## src/rtl/alu_pkg.sv

```systemverilog
// ============================================================================
// Module : alu_pkg
// Brief  : Shared types and widths for the accumulator-ALU request arbiter.
// Rev    : 1.0 - initial release
// ============================================================================
`default_nettype none

package alu_pkg;

  localparam int ALU_DATA_W = 16;
  localparam int ALU_OP_W   = 8;

  typedef enum logic [1:0] {
    IDLE  = 2'd0,
    ISSUE = 2'd1,
    WAIT  = 2'd2,
    RESP  = 2'd3
  } arb_state_t;

  typedef struct packed {
    logic [ALU_OP_W-1:0]   op;
    logic [ALU_DATA_W-1:0] data;
    logic                  push;
    logic                  pop;
    logic                  lock;
  } alu_req_t;

endpackage

`default_nettype wire

```

## src/rtl/rr_arbiter.sv

```systemverilog
// ============================================================================
// Module : rr_arbiter
// Brief  : Combinational round-robin search from ptr upward, wrapping modulo N_REQ.
// Rev    : 1.0 - initial release
// ============================================================================
`default_nettype none

module rr_arbiter #(
  parameter int N_REQ = 2,
  parameter int PTR_W = $clog2(N_REQ)
) (
  input  logic [N_REQ-1:0] req,
  input  logic [PTR_W-1:0] ptr,
  input  logic [N_REQ-1:0] mask,
  output logic [N_REQ-1:0] grant,
  output logic [PTR_W-1:0] grant_idx,
  output logic             grant_any
);

  logic [N_REQ-1:0] w_elig;
  int               w_idx;

  assign w_elig = req & mask;

  always_comb begin
    grant     = '0;
    grant_idx = '0;
    grant_any = 1'b0;
    w_idx     = 0;
    for (int k = 0; k < N_REQ; k++) begin
      w_idx = int'(ptr) + k;
      if (w_idx >= N_REQ) begin
        w_idx = w_idx - N_REQ;
      end
      if (!grant_any && w_elig[w_idx[PTR_W-1:0]]) begin
        grant_any                 = 1'b1;
        grant[w_idx[PTR_W-1:0]]   = 1'b1;
        grant_idx                 = w_idx[PTR_W-1:0];
      end
    end
  end

endmodule

`default_nettype wire

```

## src/rtl/alu_req_arbiter.sv

```systemverilog
// ============================================================================
// Module : alu_req_arbiter
// Brief  : Round-robin sharing of one accumulator ALU between N_REQ requesters,
//          with per-requester lock for multi-op sequences and a synchronous flush.
// Rev    : 1.0 - initial release
// ============================================================================
`default_nettype none

module alu_req_arbiter
  import alu_pkg::*;
#(
  parameter int N_REQ   = 2,
  parameter int DATA_W  = ALU_DATA_W,
  parameter int OP_W    = ALU_OP_W,
  parameter int ALU_LAT = 1
) (
  input  logic                clk,
  input  logic                reset,
  input  logic                clr,
  input  logic [N_REQ-1:0]    req_valid,
  output logic [N_REQ-1:0]    req_ready,
  input  logic [N_REQ*OP_W-1:0]   req_op,
  input  logic [N_REQ*DATA_W-1:0] req_data,
  input  logic [N_REQ-1:0]    req_push,
  input  logic [N_REQ-1:0]    req_pop,
  input  logic [N_REQ-1:0]    req_lock,
  output logic [N_REQ-1:0]    rsp_valid,
  output logic [DATA_W-1:0]   rsp_data,
  output logic                rsp_zero,
  output logic                alu_ce,
  output logic [OP_W-1:0]     alu_op,
  output logic [DATA_W-1:0]   alu_data_in,
  output logic                alu_push,
  output logic                alu_pop,
  output logic                alu_clr,
  input  logic [DATA_W-1:0]   alu_data_out,
  input  logic                alu_zero
);

  localparam int PTR_W = $clog2(N_REQ);
  localparam int CNT_W = $clog2(ALU_LAT + 1);

  arb_state_t         r_state;
  logic [PTR_W-1:0]   r_rr_ptr;
  logic               r_lock_vld;
  logic [PTR_W-1:0]   r_lock_owner;
  logic [PTR_W-1:0]   r_win;
  logic [OP_W-1:0]    r_op;
  logic [DATA_W-1:0]  r_data;
  logic               r_push;
  logic               r_pop;
  logic               r_lock;
  logic [CNT_W-1:0]   r_cnt;
  logic [N_REQ-1:0]   r_rsp_valid;
  logic [DATA_W-1:0]  r_rsp_data;
  logic               r_rsp_zero;
  logic               r_alu_clr;

  logic               w_owner_req;
  logic               w_lock_hold;
  logic [N_REQ-1:0]   w_mask;
  logic [N_REQ-1:0]   w_grant;
  logic [PTR_W-1:0]   w_grant_idx;
  logic               w_grant_any;
  logic               w_accept;
  logic               w_issue;

  // A live lock narrows eligibility to the owner; a dropped owner valid frees everyone this cycle.
  assign w_owner_req = req_valid[r_lock_owner];
  assign w_lock_hold = r_lock_vld && w_owner_req;
  assign w_mask      = w_lock_hold ? ({{(N_REQ-1){1'b0}}, 1'b1} << r_lock_owner) : '1;

  rr_arbiter #(
    .N_REQ (N_REQ),
    .PTR_W (PTR_W)
  ) u_rr_arbiter (
    .req       (req_valid),
    .ptr       (r_rr_ptr),
    .mask      (w_mask),
    .grant     (w_grant),
    .grant_idx (w_grant_idx),
    .grant_any (w_grant_any)
  );

  assign w_accept  = reset && !clr && (r_state == IDLE) && w_grant_any;
  assign req_ready = w_accept ? w_grant : '0;

  assign w_issue     = (r_state == ISSUE);
  assign alu_ce      = w_issue;
  assign alu_op      = w_issue ? r_op   : '0;
  assign alu_data_in = w_issue ? r_data : '0;
  assign alu_push    = w_issue && r_push;
  assign alu_pop     = w_issue && r_pop;
  assign alu_clr     = r_alu_clr;

  // A flush in the RESP cycle suppresses the already-registered pulse.
  assign rsp_valid = clr ? '0 : r_rsp_valid;
  assign rsp_data  = r_rsp_data;
  assign rsp_zero  = r_rsp_zero;

  always_ff @(posedge clk or negedge reset) begin
    if (!reset) begin
      r_state      <= IDLE;
      r_rr_ptr     <= '0;
      r_lock_vld   <= 1'b0;
      r_lock_owner <= '0;
      r_win        <= '0;
      r_op         <= '0;
      r_data       <= '0;
      r_push       <= 1'b0;
      r_pop        <= 1'b0;
      r_lock       <= 1'b0;
      r_cnt        <= '0;
      r_rsp_valid  <= '0;
      r_rsp_data   <= '0;
      r_rsp_zero   <= 1'b0;
      r_alu_clr    <= 1'b0;
    end else begin
      r_alu_clr   <= clr;
      r_rsp_valid <= '0;
      if (clr) begin
        r_state    <= IDLE;
        r_lock_vld <= 1'b0;
        r_cnt      <= '0;
      end else begin
        case (r_state)
          IDLE: begin
            if (r_lock_vld && !w_owner_req) begin
              r_lock_vld <= 1'b0;
            end
            if (w_grant_any) begin
              r_win   <= w_grant_idx;
              r_op    <= req_op[w_grant_idx*OP_W +: OP_W];
              r_data  <= req_data[w_grant_idx*DATA_W +: DATA_W];
              r_push  <= req_push[w_grant_idx];
              r_pop   <= req_pop[w_grant_idx];
              r_lock  <= req_lock[w_grant_idx];
              r_state <= ISSUE;
            end
          end
          ISSUE: begin
            r_cnt   <= CNT_W'(1);
            r_state <= WAIT;
          end
          WAIT: begin
            if (r_cnt == CNT_W'(ALU_LAT)) begin
              r_rsp_data  <= alu_data_out;
              r_rsp_zero  <= alu_zero;
              r_rsp_valid <= {{(N_REQ-1){1'b0}}, 1'b1} << r_win;
              r_cnt       <= '0;
              r_state     <= RESP;
            end else begin
              r_cnt <= r_cnt + CNT_W'(1);
            end
          end
          RESP: begin
            r_rr_ptr     <= (r_win == PTR_W'(N_REQ - 1)) ? '0 : r_win + PTR_W'(1);
            r_lock_vld   <= r_lock;
            r_lock_owner <= r_win;
            r_state      <= IDLE;
          end
          default: r_state <= IDLE;
        endcase
      end
    end
  end

endmodule

`default_nettype wire

```

## config.mk

```make
export PLATFORM = sky130hd
export DESIGN_NAME = alu_req_arbiter
export DESIGN_NICKNAME = d
export VERILOG_FILES = /design/src/rtl/alu_pkg.sv /design/src/rtl/rr_arbiter.sv /design/src/rtl/alu_req_arbiter.sv
export SDC_FILE = /design/constraint.sdc
export NUM_CORES = 1
export LEC_CHECK = 0
export CORE_MARGIN = 2
export CORE_UTILIZATION = 45
export DETAILED_ROUTE_END_ITERATION = 6
export PLACE_DENSITY = 0.86
export SLEW_MARGIN = 20
export SYNTH_ARGS = -nofsm -noshare
export SYNTH_HDL_FRONTEND = slang
export SYNTH_HIERARCHICAL = 1
export SYNTH_SLANG_ARGS = --single-unit
```

## constraint.sdc

```tcl
create_clock -name clk -period 3.59 [get_ports clk]
set_input_delay 0.718 -clock clk [delete_from_list [all_inputs] [get_ports clk]]
set_output_delay 0.718 -clock clk [all_outputs]
set_load 0.02 [all_outputs]
```

**Word-level counts from Yosys, hierarchy flattened**

Cells that the tools add are included.

- Output and inout port bits: 49
- Register bits after elaboration: 54

- Reduce and logical (&&, ||, !) cells: 21
- Mux-type cells: 43
- Shifts and indexed selects: 4
- Magnitude comparators: 8
- Add/subtract/negate cells: 5
- Equal/unequal tests: 6
- Bitwise gates (word level): 3

Operators with widths:

| cell | number |
|---|---|
| variable part select 32 x 6 -> 16 bit | 1 |
| two-way mux 1 bit | 25 |
| two-way mux 2 bit | 11 |
| two-way mux 16 bit | 1 |
| variable part select 16 x 5 -> 8 bit | 1 |
| logical AND 1 bit | 10 |
| less-than comparator 1 x 2 -> 1 bit (second input constant) | 4 |
| two-way mux 8 bit | 1 |
| case mux 2 bit (4 select lines) | 1 |
| != test 3 bit (second input constant) | 2 |
| AND reduction 2 bit | 3 |
| AND reduction 3 bit | 2 |
| nonzero test 3 bit | 2 |
| == test 2 bit (second input constant) | 2 |
| case mux 1 bit (2 select lines) | 2 |
| << shifter 1 x 1 -> 2 bit (first input constant) | 2 |
| zero test 1 bit | 3 |
| != test 3 x 2 -> 1 bit (second input constant) | 1 |
| adder 1 bit (second input constant) | 2 |
| adder 1 x 1 -> 2 bit (second input constant) | 1 |
| AND 2 bit | 1 |
| demux 1 bit (select 1 bit) | 2 |
| == test 2 x 1 -> 1 bit (second input constant) | 1 |
| >= comparator 1 bit (second input constant) | 2 |
| 6 further kinds | 7 |

**Logic depth before layout (Yosys ltp)**

- Depth in word-level cells: 14
- Gate-level depth with buffers: 7

**Modules after synthesis**

The synthesis kept the hierarchy.

By module, submodules not included:

| module | times used | cells each | area each (um^2) |
|---|---|---|---|
| alu_req_arbiter | 1 | 237 | 2676.3 |
| rr_arbiter | 1 | 6 | 37.5 |

**Worst setup path before layout**

No wires, ideal clock.

- Kind: reg2out
- Start point: register r_state[1]
- End point: output port alu_data_in[0]
- Buffers on the path: 2
- Cell stages (with the launch flop): 6
- Required time: 2.872 ns
- Arrival time: 1.478 ns
- Setup slack: 1.394 ns
- Cells stage by stage: dfrtp_1 > inv_1 > ha_1 > clkbuf_1 > clkbuf_1 > and2_1

- Cells in the longest elaborated chain, start to end: 2

RTL lines:

| what | line | source |
|---|---|---|
| start, declared | alu_req_arbiter.sv:43 | `arb_state_t r_state;` |
| start signal, assigned | alu_req_arbiter.sv:103 | `r_state <= IDLE;` |
| start signal, assigned | alu_req_arbiter.sv:122 | `r_state <= IDLE;` |
| start signal, assigned | alu_req_arbiter.sv:138 | `r_state <= ISSUE;` |
| == test 2 x 1 -> 1 bit | alu_req_arbiter.sv:88 | `assign w_issue = (r_state == ISSUE);` |
| named net alu_ce | alu_req_arbiter.sv:30 | `output logic alu_ce,` |
| two-way mux 16 bit | alu_req_arbiter.sv:91 | `assign alu_data_in = w_issue ? r_data : '0;` |
| end, declared | alu_req_arbiter.sv:32 | `output logic [DATA_W-1:0] alu_data_in,` |

The timed path passes the listed nets, and every way through them passes these cells.

**Worst setup path after layout**

- Start point: input port req_valid[1]
- End point: output port req_ready[0]

- Cells in the longest elaborated chain, start to end: 13
- Elaborated cells on any way between the ends: 18
- Classes of those cells: 12 x mux; 2 x bitwise; 4 x reduce/logical

RTL lines:

| what | line | source |
|---|---|---|
| start, declared | alu_req_arbiter.sv:20 | `input logic [N_REQ-1:0] req_valid,` |
| two-way mux 1 bit (not written as such) (*) (2 in series) | alu_req_arbiter.sv:69 | `assign w_owner_req = req_valid[r_lock_owner];` |
| logical AND 1 bit (*) | alu_req_arbiter.sv:70 | `assign w_lock_hold = r_lock_vld && w_owner_req;` |
| two-way mux 2 bit (*) | alu_req_arbiter.sv:71 | `assign w_mask = w_lock_hold ? ({{(N_REQ-1){1'b0}}, 1'b1} << r_lock_owner) : '1;` |
| named net w_mask[0] | alu_req_arbiter.sv:61 | `logic [N_REQ-1:0] w_mask;` |
| AND 2 bit (*) | rr_arbiter.sv:23 | `assign w_elig = req & mask;` |
| two-way mux 1 bit (not written as such) (2 in series) | rr_arbiter.sv:35 | `if (!grant_any && w_elig[w_idx[PTR_W-1:0]]) begin` |
| two-way mux 1 bit | rr_arbiter.sv:35 |  |
| zero test 1 bit | rr_arbiter.sv:35 |  |
| logical AND 1 bit | rr_arbiter.sv:35 |  |
| two-way mux 1 bit (*) | rr_arbiter.sv:35 |  |
| named net w_grant_any | alu_req_arbiter.sv:64 | `logic w_grant_any;` |
| logical AND 1 bit (*) | alu_req_arbiter.sv:85 | `assign w_accept = reset && !clr && (r_state == IDLE) && w_grant_any;` |
| two-way mux 2 bit (*) | alu_req_arbiter.sv:86 | `assign req_ready = w_accept ? w_grant : '0;` |
| end, declared | alu_req_arbiter.sv:21 | `output logic [N_REQ-1:0] req_ready,` |

The timed path passes the listed nets; every way through them passes the cells marked *. The select of a mux whose other input is x is not followed.

==> summary.md <==
| Metric | Value |
|---|---|
| Outcome | complete, no violations |
| Total CTS buffers | 5 |
| Final TNS setup | 0 ns |
| Clk sink count | 54 |
| CTS H-tree depth | 2 |
| Synthesized flop and latch total | 54 |
| NetSw | roughly 0.00093 W |
| Period utilization | around 90% |
| First-pass GRT wire length | ~10 mm |
| Seq pwr share | ~40% |
| Synthesized area per cell | 11.2 um2 |
| Port bufs | ~120 |
| GRT Residual Overflow | 0 |
| Io pins | around 130 |
| Post-synth ARST share | 100% |
| Actual slew at the worst max-slew pin | just under 0.9 ns |
| Core Area | 5890 um2 |
| Startpoint Class | primary input |
| Multi-input logic area | roughly 1300 um2 |
| Routed WL | about 6.6 mm |
| Unrepaired setup endpoints after global routing | no |
| Synth Cell Area | between 2000 and 3000 um2 |
| Worst min path class | in -> async |
| CP bufs+invs | 2 |
| Post_cts resized | 0 |
| Sequential area share after synthesis | between 40% and 50% |
| Setup Skew | 0.00843 ns |
| Final GP Congestion | approximately 0.75 |
| # hold bufs at CTS | 0 |
| Fin nets | between 400 and 500 |
| P per Cell Area | between 600 and 700 nW/um2 |
| Root Driver | clkbuf_8 |
| ANT cells | 0 |
| Register Area | ~1400 um2 |
| Initial Utilization | 46.1% |
| Residual DRC | 0 |
| Die width | slightly above 80 um |
| Most used DFF post-synth | dfrtp_1 |
| Site Rows | 28 |
| Arr. time, crit path | 2.56 ns |
| Post-synth EDFFs | 0 |
| Max FO, Critical Path | 4 |
| Minimum clock period | ~3.3 ns |
| Pin count of the biggest net entering global routing | between 50 and 60 |
| Commonest cells in the netlist | dfrtp_1, nand2_1, mux2i_1, o21ai_0, and2_1 |
| Clk pwr share | 13.4% |
| Share of layout cells above drive strength 1 | a little under a tenth |
| Initial antenna violation count | 0 |
| Reg2reg setup slack | 1.59 ns |
| ANT nets after route | 0 |
| Worst EP required | about 2.9 ns |
| # setup viols final | 0 |
| Total die area | approximately 6700 um2 |
| CP max-delay cell | clkdlybuf4s50_1 |
| CP delay by family, top | buffers and inverters |
| Synth Warn # | 6 |
| Top cells by area, synth | dfrtp_1, mux2i_1, and2_1, mux2_4, o21ai_0 |
| Total number of vias | ~2200 |
| DR iter-0 viols | 110 |
| Critical path endpoint category | output port |
| Most frequent cell after synthesis | dfrtp_1 |
| Synth top area share | 49.8% |
| CTS Buffer Depth | 2 |
| CP Cell Sequence | clkdlybuf4s50_1 -> nand3_1 -> nand2_1 -> nand2_1 -> nand2_1 -> nor2_1 -> and3_1 -> clkdlybuf4s50_1 |
| Area growth syn-to-layout | 50.0% |
| Internal | between 0.0015 and 0.002 W |
| Switching power share of the total | a little over a third |
| HPWL after DPL | about 5 mm |
| Delay of the slowest critical-path stage | ~0.6 ns |
| DRT Pass-1 Iters | 4 |
| Cells after Synth | roughly 240 |
| Yosys top cell by area | dfrtp_1 |
| Clock Latency Late Sink | 0.30 ns |
| Die height | 81.7 um |
| Fill cells | 473 |
| Post-synthesis cell type count | 33 |
| Post-CTS Repair Setup Buffers | 0 |
| Vias in the first global route | roughly 2200 |
| Relative slew slack | a little over two fifths |
| Hold Violations, Final | 0 |
| Maxcap violations | 0 |
| Max Clk Rate | ~300 MHz |
| Leak | between 1.5 and 2 nW |
| WL per Instance | roughly 15 um |
| Vias per cell | approximately 5.0 |
| CP Class | in -> out |
| Peak supply drop | about 0.36 mV |
| Most frequent CP cell | nand2_1 |
| Gr usage total | approximately 20% |
| CTS tree | yes |
| Gate power share | a little under half |
| Clk slew on worst S/H paths | ~0.090 ns |
| Fin. max-slew vios | 0 |
| Fin util | 69.2% |
| Mapped Nets | around 330 |
## power groups by stage
stage                     clock network, W  logic, W  registers [W]
after floorplan                          0  0.000631        0.00107
after global placement                   0   0.00119       0.000991
after detailed placement                 0   0.00123        0.00102
after CTS                         0.000358   0.00124        0.00100
after global routing              0.000380   0.00133        0.00104
final                             0.000344   0.00122        0.00100
## flip-flops by register name, summed over array words and instances (netlist names)
name          cells
rsp_data         16
r_lock            1
r_push            1
r_rr_ptr          1
r_op              8
r_pop             1
r_data           16
alu_clr           1
r_win             1
r_state           2
rsp_zero          1
r_rsp_valid       2
r_lock_owner      1
r_lock_vld        1
r_cnt             1
## cells by family after synthesis
family / Yosys count / share of synthesized area [%]
simple gates: 82 / 16.4
flops: 54 / 49.8
mux: 47 / 19.6
compound gates: 39 / 7.93
buf+inv: 15 / 3.50
fa+ha+maj: 6 / 2.77
## final timing paths
check / from / to / cells past startpoint
hold / removal: reset / r_lock_vld / 1
max in group asynchronous: reset / r_data[6] / 2
setup reg to reg: r_lock_vld / r_data[15] / 6
min in group clk: r_data[9] / r_data[9] / 2
setup / recovery: req_valid[1] / req_ready[0] / 8
hold reg to reg: r_data[9] / r_data[9] / 2
## routing by layer
layer	wire length, um	track usage (%)	vias to the layer above	part of all wire [%]
met5	0	0	-	0
met4	93	7.00	0	1.4
met3	465	4.84	9	7.1
met2	3490	37.5	78	53
met1	2530	20.9	1050	38
li1	-	-	1065	-
## cells in the final DEF, fill, tap and decap left out, types with 4 or more instances in the layout
master / count
clkdlybuf4s50_1: 123
and2_1: 26
mux2i_1: 28
ha_1: 6
clkbuf_8: 6
dfrtp_1: 54
o21ai_0: 28
mux2_2: 9
nand2_1: 36
mux2_4: 10
nor2_1: 4
## metrics by stage
| step | setup slack, ns | hold slack, ns | instance area [um2] | cells | total power, W |
|---|---|---|---|---|---|
| 2_1_floorplan | 1.39 | 0.422 | 2710 | 243 | 0.00170 |
| 6_report | 0.311 | 0.224 | 4070 | 440 | 0.00257 |
| 4_1_cts | 0.343 | 0.210 | 4070 | 440 | 0.00260 |
| 3_5_place_dp | 0.354 | 0.463 | 3980 | 432 | 0.00225 |
| 5_1_grt | 0.204 | 0.213 | 4070 | 440 | 0.00275 |
| 3_3_place_gp | 0.463 | 0.453 | 3980 | 432 | 0.00219 |
## final cells by class
type | instances | area share [%]
clock buffers | 7 | 2.12
clock inverters | 1 | 0.123
inverters | 2 | 0.184
multi-input cells | 174 | 31.1
flip-flops and latches | 54 | 33.2
well taps | 75 | 2.31
repair buffers | 127 | 30.9
Power figures use the tool's default switching activity.
